## src/rtl/morse_pkg.sv

```systemverilog
// Shared constants for the Morse key decoder: output code map, symbol values
// and the key-timing FSM state encoding.
package morse_pkg;

  localparam int CODE_ERR    = 0;
  localparam int CODE_A      = 1;
  localparam int CODE_DIGIT0 = 27;
  localparam int CODE_SPACE  = 37;

  localparam logic DOT  = 1'b0;
  localparam logic DASH = 1'b1;

  typedef enum logic [1:0] {
    ST_IDLE,
    ST_PRESS,
    ST_GAP,
    ST_EMIT
  } state_e;

endpackage

```

## src/rtl/morse_lut.sv

```systemverilog
// Combinational (length, pattern) -> character code lookup for ITU letters
// and digits. Pattern bit i holds symbol i (1 = dash); unmapped pairs give 0.
module morse_lut
  import morse_pkg::*;
#(
  parameter int MAX_SYM = 5,
  parameter int CODE_W  = 6
) (
  input  logic [2:0]         len,
  input  logic [MAX_SYM-1:0] pattern,
  output logic [CODE_W-1:0]  code
);

  logic [MAX_SYM-1:0] rev;
  logic [7:0]         key;
  int                 c;

  // Reorder so the first symbol is the MSB; table rows then read like Morse text.
  always_comb begin
    rev = '0;
    for (int i = 0; i < MAX_SYM; i++) begin
      if (3'(i) < len) rev = {rev[MAX_SYM-2:0], pattern[i]};
    end
    key = {len, 5'(rev)};
  end

  always_comb begin
    c = CODE_ERR;
    case (key)
      {3'd1, 5'b00000}: c = CODE_A + 4;   // E
      {3'd1, 5'b00001}: c = CODE_A + 19;  // T
      {3'd2, 5'b00000}: c = CODE_A + 8;   // I
      {3'd2, 5'b00001}: c = CODE_A + 0;   // A
      {3'd2, 5'b00010}: c = CODE_A + 13;  // N
      {3'd2, 5'b00011}: c = CODE_A + 12;  // M
      {3'd3, 5'b00000}: c = CODE_A + 18;  // S
      {3'd3, 5'b00001}: c = CODE_A + 20;  // U
      {3'd3, 5'b00010}: c = CODE_A + 17;  // R
      {3'd3, 5'b00011}: c = CODE_A + 22;  // W
      {3'd3, 5'b00100}: c = CODE_A + 3;   // D
      {3'd3, 5'b00101}: c = CODE_A + 10;  // K
      {3'd3, 5'b00110}: c = CODE_A + 6;   // G
      {3'd3, 5'b00111}: c = CODE_A + 14;  // O
      {3'd4, 5'b00000}: c = CODE_A + 7;   // H
      {3'd4, 5'b00001}: c = CODE_A + 21;  // V
      {3'd4, 5'b00010}: c = CODE_A + 5;   // F
      {3'd4, 5'b00100}: c = CODE_A + 11;  // L
      {3'd4, 5'b00110}: c = CODE_A + 15;  // P
      {3'd4, 5'b00111}: c = CODE_A + 9;   // J
      {3'd4, 5'b01000}: c = CODE_A + 1;   // B
      {3'd4, 5'b01001}: c = CODE_A + 23;  // X
      {3'd4, 5'b01010}: c = CODE_A + 2;   // C
      {3'd4, 5'b01011}: c = CODE_A + 24;  // Y
      {3'd4, 5'b01100}: c = CODE_A + 25;  // Z
      {3'd4, 5'b01101}: c = CODE_A + 16;  // Q
      {3'd5, 5'b11111}: c = CODE_DIGIT0 + 0;
      {3'd5, 5'b01111}: c = CODE_DIGIT0 + 1;
      {3'd5, 5'b00111}: c = CODE_DIGIT0 + 2;
      {3'd5, 5'b00011}: c = CODE_DIGIT0 + 3;
      {3'd5, 5'b00001}: c = CODE_DIGIT0 + 4;
      {3'd5, 5'b00000}: c = CODE_DIGIT0 + 5;
      {3'd5, 5'b10000}: c = CODE_DIGIT0 + 6;
      {3'd5, 5'b11000}: c = CODE_DIGIT0 + 7;
      {3'd5, 5'b11100}: c = CODE_DIGIT0 + 8;
      {3'd5, 5'b11110}: c = CODE_DIGIT0 + 9;
      default:          c = CODE_ERR;
    endcase
  end

  assign code = CODE_W'(c);

endmodule

```

## src/rtl/morse_stream_decoder.sv

```systemverilog
// Times a raw Morse key into dots/dashes, assembles characters, inserts word
// spaces, and queues decoded codes in a FIFO read with a valid/ready handshake.
module morse_stream_decoder
  import morse_pkg::*;
#(
  parameter int DOT_MIN  = 2500000,
  parameter int DASH_MIN = 15000000,
  parameter int CHAR_GAP = 20000000,
  parameter int WORD_GAP = 60000000,
  parameter int CNT_W    = 27,
  parameter int MAX_SYM  = 5,
  parameter int DEPTH    = 16,
  parameter int CODE_W   = 6
) (
  input  logic                     Clk,
  input  logic                     RESET_N,
  input  logic                     PB,
  input  logic                     END_CHAR,
  output logic [CODE_W-1:0]        CODE,
  output logic                     CODE_VALID,
  input  logic                     CODE_READY,
  output logic                     STROBE,
  output logic [2:0]               SYM_LEN,
  output logic                     OVERFLOW,
  output logic [$clog2(DEPTH):0]   FILL
);

  localparam int AW     = $clog2(DEPTH);
  localparam int FILL_W = AW + 1;
  localparam logic [CNT_W-1:0] CNT_MAX    = '1;
  localparam logic [CNT_W-1:0] DOT_MIN_C  = CNT_W'(DOT_MIN);
  localparam logic [CNT_W-1:0] DASH_MIN_C = CNT_W'(DASH_MIN);
  localparam logic [CNT_W-1:0] CHAR_LAST  = CNT_W'(CHAR_GAP - 1);
  localparam logic [CNT_W-1:0] WORD_LAST  = CNT_W'(WORD_GAP - 1);
  localparam logic [2:0]       MAX_LEN    = 3'(MAX_SYM);

  logic pb_s1_q, pb_s2_q, ec_s1_q, ec_s2_q, ec_s3_q;
  logic end_edge;

  always_ff @(posedge Clk or negedge RESET_N) begin
    if (!RESET_N) begin
      pb_s1_q <= 1'b0;
      pb_s2_q <= 1'b0;
      ec_s1_q <= 1'b0;
      ec_s2_q <= 1'b0;
      ec_s3_q <= 1'b0;
    end else begin
      pb_s1_q <= PB;
      pb_s2_q <= pb_s1_q;
      ec_s1_q <= END_CHAR;
      ec_s2_q <= ec_s1_q;
      ec_s3_q <= ec_s2_q;
    end
  end

  assign end_edge = ec_s2_q & ~ec_s3_q;

  state_e               state_q, state_d;
  logic [CNT_W-1:0]     press_q, press_d, gap_q, gap_d, press_inc, gap_inc;
  logic [MAX_SYM-1:0]   pattern_q, pattern_d;
  logic [2:0]           sym_len_q, sym_len_d;
  logic                 err_q, err_d, armed_q, armed_d;
  logic                 push_req, sym_bit;
  logic [CODE_W-1:0]    push_code, lut_code;

  morse_lut #(
    .MAX_SYM (MAX_SYM),
    .CODE_W  (CODE_W)
  ) u_lut (
    .len     (sym_len_q),
    .pattern (pattern_q),
    .code    (lut_code)
  );

  assign press_inc = (press_q == CNT_MAX) ? press_q : press_q + CNT_W'(1);
  assign gap_inc   = (gap_q == CNT_MAX) ? gap_q : gap_q + CNT_W'(1);
  assign sym_bit   = (press_q >= DASH_MIN_C) ? DASH : DOT;

  always_comb begin
    state_d   = state_q;
    press_d   = press_q;
    gap_d     = gap_q;
    pattern_d = pattern_q;
    sym_len_d = sym_len_q;
    err_d     = err_q;
    armed_d   = armed_q;
    push_req  = 1'b0;
    push_code = '0;
    unique case (state_q)
      ST_IDLE: begin
        press_d = '0;
        if (armed_q) gap_d = gap_inc;
        if (pb_s2_q) begin
          state_d = ST_PRESS;
          armed_d = 1'b0;
        end else if (armed_q && gap_q == WORD_LAST) begin
          push_req  = 1'b1;
          push_code = CODE_W'(CODE_SPACE);
          armed_d   = 1'b0;
        end
      end
      ST_PRESS: begin
        if (pb_s2_q) begin
          press_d = press_inc;
        end else begin
          press_d = '0;
          if (press_q < DOT_MIN_C) begin
            // Glitch: a character in progress keeps its gap timing running.
            state_d = (sym_len_q != 3'd0) ? ST_GAP : ST_IDLE;
          end else begin
            if (sym_len_q == MAX_LEN) begin
              err_d = 1'b1;
            end else begin
              pattern_d = pattern_q | (MAX_SYM'(sym_bit) << sym_len_q);
              sym_len_d = sym_len_q + 3'd1;
            end
            gap_d   = '0;
            state_d = ST_GAP;
          end
        end
      end
      ST_GAP: begin
        gap_d = gap_inc;
        if (pb_s2_q) begin
          state_d = ST_PRESS;
        end else if (gap_q == CHAR_LAST || (end_edge && sym_len_q != 3'd0)) begin
          state_d = ST_EMIT;
        end
      end
      ST_EMIT: begin
        gap_d     = gap_inc;
        push_req  = 1'b1;
        push_code = err_q ? CODE_W'(CODE_ERR) : lut_code;
        pattern_d = '0;
        sym_len_d = 3'd0;
        err_d     = 1'b0;
        armed_d   = 1'b1;
        state_d   = ST_IDLE;
      end
      default: state_d = ST_IDLE;
    endcase
  end

  always_ff @(posedge Clk or negedge RESET_N) begin
    if (!RESET_N) begin
      state_q   <= ST_IDLE;
      press_q   <= '0;
      gap_q     <= '0;
      pattern_q <= '0;
      sym_len_q <= 3'd0;
      err_q     <= 1'b0;
      armed_q   <= 1'b0;
    end else begin
      state_q   <= state_d;
      press_q   <= press_d;
      gap_q     <= gap_d;
      pattern_q <= pattern_d;
      sym_len_q <= sym_len_d;
      err_q     <= err_d;
      armed_q   <= armed_d;
    end
  end

  logic [CODE_W-1:0] mem_q [DEPTH];
  logic [AW-1:0]     wr_ptr_q, wr_ptr_d, rd_ptr_q, rd_ptr_d;
  logic [FILL_W-1:0] fill_q, fill_d;
  logic [CODE_W-1:0] code_q, code_d;
  logic              overflow_q, overflow_d;
  logic              pop, full, push_ok;

  always_comb begin
    pop        = (fill_q != '0) && CODE_READY;
    full       = (fill_q == FILL_W'(DEPTH));
    push_ok    = push_req && (!full || pop);
    wr_ptr_d   = push_ok ? wr_ptr_q + AW'(1) : wr_ptr_q;
    rd_ptr_d   = pop ? rd_ptr_q + AW'(1) : rd_ptr_q;
    fill_d     = fill_q + FILL_W'(push_ok) - FILL_W'(pop);
    overflow_d = overflow_q | (push_req && full && !pop);
    // Next head may be the entry written this very cycle.
    if (fill_d == '0)                          code_d = '0;
    else if (push_ok && wr_ptr_q == rd_ptr_d)  code_d = push_code;
    else                                       code_d = mem_q[rd_ptr_d];
  end

  always_ff @(posedge Clk) begin
    if (push_ok) mem_q[wr_ptr_q] <= push_code;
  end

  always_ff @(posedge Clk or negedge RESET_N) begin
    if (!RESET_N) begin
      wr_ptr_q   <= '0;
      rd_ptr_q   <= '0;
      fill_q     <= '0;
      code_q     <= '0;
      overflow_q <= 1'b0;
    end else begin
      wr_ptr_q   <= wr_ptr_d;
      rd_ptr_q   <= rd_ptr_d;
      fill_q     <= fill_d;
      code_q     <= code_d;
      overflow_q <= overflow_d;
    end
  end

  assign CODE       = code_q;
  assign CODE_VALID = (fill_q != '0);
  assign FILL       = fill_q;
  assign STROBE     = push_req;
  assign SYM_LEN    = sym_len_q;
  assign OVERFLOW   = overflow_q;

endmodule

```

## config.mk

```make
export PLATFORM = sky130hd
export DESIGN_NAME = morse_stream_decoder
export DESIGN_NICKNAME = d
export VERILOG_FILES = /design/src/rtl/morse_pkg.sv /design/src/rtl/morse_lut.sv /design/src/rtl/morse_stream_decoder.sv
export SDC_FILE = /design/constraint.sdc
export NUM_CORES = 1
export LEC_CHECK = 0
export BUFFER_PORTS_ARGS = -buffer_cell sky130_fd_sc_hd__buf_2
export CAP_MARGIN = 20
export CORE_MARGIN = 2
export CORE_UTILIZATION = 55
export CTS_BUF_LIST = sky130_fd_sc_hd__clkbuf_4
export CTS_CLUSTER_DIAMETER = 30
export DETAILED_ROUTE_END_ITERATION = 16
export GPL_ROUTABILITY_DRIVEN = 0
export HOLD_SLACK_MARGIN = 0.06
export PLACE_DENSITY = 0.71
export SETUP_SLACK_MARGIN = 0.1
export SKIP_CTS_REPAIR_TIMING = 1
export SLEW_MARGIN = 20
export SYNTH_ARGS = -nofsm -noshare
export SYNTH_HDL_FRONTEND = slang
export SYNTH_SLANG_ARGS = --single-unit
```

## constraint.sdc

```tcl
create_clock -name Clk -period 4.6 [get_ports Clk]
set_input_delay 0.23 -clock Clk [delete_from_list [all_inputs] [get_ports Clk]]
set_output_delay 0.23 -clock Clk [all_outputs]
set_load 0.01 [all_outputs]
```

==> impl_metrics.tcl <==
set metrics [dict create \
    status "finished clean" \
    synth_seq_cells 187 \
    worstSetupStartpointType "flop" \
    clk_path_buf_depth 2 \
    whs_endpoint "OVERFLOW$_DFF_PN0_" \
    synth-seq-area-share 0.4989 \
    required_ps 5140 \
    reg2reg_slack_ps 420 \
    syn_area_mm2 0.01034 \
    initial_core_util 0.5567 \
    vias 8105 \
    critPathKind "flop to flop" \
    wl_per_cell_um 20.16 \
    grt_start_max_net_pins 64 \
    tritoncts "done" \
    antenna_found_initial 1 \
    grt_pass1_wl_um 40300 \
    maxCapViolCount 0 \
    yosysUniqueCellTypes 88 \
    p_leak_nw 4.349 \
    synthCells 985 \
    layout_common_cells "edfxtp_1 (96), dfrtp_1 (91), nor2_1 (82), nand2_1 (68), a21oi_1 (48)" \
    r2r_start "gap_q[19]$_DFFE_PN0P_" \
    fin_worst_skew_ps 19.20 \
    hold_depth 3 \
    final_common_cell "edfxtp_1" \
    die_w_um 141.1 \
    synth_edf_count 96 \
    hold_viol_final 0 \
    dr.pass1.iters 6 \
    grt_pass1_vias 7607 \
    grt_use_met1 0.3753 \
    final.setup.tns_ps 0 \
    fin_nets 1029 \
    drv_slew 0 \
    dieHeight_um 141.1 \
    vdd_drop_max_mv 0.2465 \
    rsz0062_at_grt "no" \
    clock-sinks 187 \
    use_met3 0.05808 \
    ys_warn_count 0 \
    dr.first_iter.drc_count 750 \
    fmax_mhz 239.5 \
    relSlewSlack 0.3705 \
    power.total_mw 4.564 \
    htree_levels 4 \
    insertion_delay_ps 620 \
    root_buffer "clkbuf_4" \
    syn_area_per_cell_um2 10.50 \
    fp.coreArea_mm2 0.01858 \
    worstSetupEndpointType "flop" \
    worst_slew_pin_slew_ps 935.6 \
    setup_viol 0 \
    ios 22 \
    cts_buffers 17 \
    synth_top_flop_cell "edfxtp_1" \
    min_period_ps 4175 \
    area_growth_pct 7.875 \
    globalRouteMet2Util 0.3904 \
    route.detailed.drc 0 \
    reg2reg_depth 17 \
    min_period_over_period 0.9076 \
    drive_above_1_share 0.1281 \
    synth_nets 1012 \
    ant_nets 0 \
    crit_fanout 8 \
    stdcell_count 1251 \
    portBuffers 21 \
    dp_hpwl_um 17310 \
    critPathArrivalTime_ps 4720 \
    num_rows 50 \
    nFillCells 1604 \
    grt_usage 0.2596 \
    r2r_end "CODE[1]$_DFF_PN0_" \
    powerDensity_mw_per_mm2 409.1 \
    dieArea_mm2 0.01992 \
    overflow 0 \
    avgViaCountPerCell 6.479 \
    routed_wl_um 25220 \
    grt.busiest_layer "met2" \
    holdCritPathClass "primary input to flop" \
    placedCellCount 1213 \
    async_reset_ff_frac 0.4866 \
    holdCritStartpoint "CODE_READY" \
    cts.clk_slew.worst_paths_ps 170 \
]
==> layout make-up <==
type | count | area (µm²) | share of cell area
Inverter | 42 | 157.7 | 0.01413
Antenna cell | 2 | 5.005 | 0.0004485
Timing Repair Buffer | 58 | 392.9 | 0.03521
Multi-Input combinational cell | 696 | 4820 | 0.4319
Clock buffer | 17 | 127.6 | 0.01144
Clock inverter | 15 | 202.7 | 0.01817
Sequential cell | 187 | 5160 | 0.4624
Tap cell | 234 | 292.8 | 0.02624
==> cell families after synthesis <==
family                   Yosys count  synth area share
AO/OA/AOI/OAI                    222            0.1518
XOR/XNOR                          45           0.03955
adder cells (fa/ha/maj)           22           0.02734
buffers and inverters            102           0.03822
flip-flops                       187            0.4989
multiplexers                      59           0.06568
AND/OR/NAND/NOR                  348            0.1785
==> registers in the layout, indices dropped and copies added (netlist names), 3 cells and up <==
signal and flops:
mem_q 96, SYM_LEN 3, press_q 27, pattern_q 5
rd_ptr_q 4, gap_q 27, wr_ptr_q 4, FILL 5
CODE 6
==> cells in the mapped netlist (6+ instances only) <==
cell / instances / area (µm²)
inv_1: 38 / 142.6
a21oi_1: 48 / 240.2
and3_1: 12 / 75.07
a32o_1: 7 / 70.07
nand4_1: 17 / 106.4
xnor2_1: 28 / 245.2
mux2i_1: 42 / 420.4
edfxtp_1: 96 / 2883
mux4_2: 6 / 135.1
a211o_1: 6 / 52.55
a31oi_1: 6 / 37.54
a21boi_0: 7 / 52.55
mux2_2: 10 / 112.6
dfrtp_1: 91 / 2277
a2111oi_0: 6 / 52.55
o2111ai_1: 6 / 52.55
nor3_1: 29 / 145.1
nand3_1: 35 / 175.2
xor2_1: 16 / 140.1
or4_1: 17 / 127.6
nor2_1: 83 / 311.6
o21ai_0: 39 / 195.2
clkbuf_1: 47 / 176.4
o221ai_1: 12 / 105.1
nand2_1: 68 / 255.2
o31ai_1: 19 / 142.6
and2_1: 8 / 50.05
nor4_1: 16 / 100.1
buf_2: 9 / 45.04
ha_1: 21 / 262.8
or3_1: 16 / 100.1
a211oi_1: 7 / 52.55
nand2b_1: 6 / 37.54
==> worst max-delay path by stage <==
stage / depth (start not counted) / slack [ps] / startpoint / end
6_report: 17 / 420 / gap_q[19]$_DFFE_PN0P_ / CODE[1]$_DFF_PN0_
5_1_grt: 17 / 110 / gap_q[19]$_DFFE_PN0P_ / CODE[1]$_DFF_PN0_
4_1_cts: 17 / 420 / gap_q[19]$_DFFE_PN0P_ / CODE[1]$_DFF_PN0_
3_5_place_dp: 15 / 450 / gap_q[19]$_DFFE_PN0P_ / CODE[1]$_DFF_PN0_
3_3_place_gp: 15 / 510 / gap_q[19]$_DFFE_PN0P_ / CODE[1]$_DFF_PN0_
2_1_floorplan: 16 / 630 / gap_q[19]$_DFFE_PN0P_ / CODE[1]$_DFF_PN0_
==> routing by layer <==
layer	routed length (µm)	up-vias
met5	0	-
met4	561	0
met3	1970	58
met2	11270	323
met1	11410	3961
li1	-	3763
==> per-stage QoR <==
step	utilization	cell area (µm²)	hold WS (ps)	setup slack, ps
floorplan	-	10340	-65.59	628.2
global placement	0.5799	10780	338.9	512.4
detailed placement	0.5799	10780	341.8	449.3
CTS	0.5977	11110	-317.0	419.1
global route	0.6005	11160	142.4	105.4
finish	0.6005	11160	151.6	425.0
==> where the power goes <==
group | switching [mW] | internal, mW
logic | 0.985 | 0.592
clock network | 0.704 | 0.273
registers | 0.160 | 1.85
total | 1.85 | 2.72
==> worst max-delay path, cell delays in order, from the launching register on <==
cell and delay [ps]:
dfrtp_1 490, or4_4 550, nor4_4 370, a31oi_2 170
and2b_4 340, inv_1 130, ha_1 310, inv_1 50
ha_1 150, inv_1 60, fa_1 400, inv_1 70
a21oi_1 50, o21bai_1 150, xnor2_1 180, nor3_1 140
or4_1 410, o31ai_1 70
Note: power is estimated with default switching activity, not from simulation.
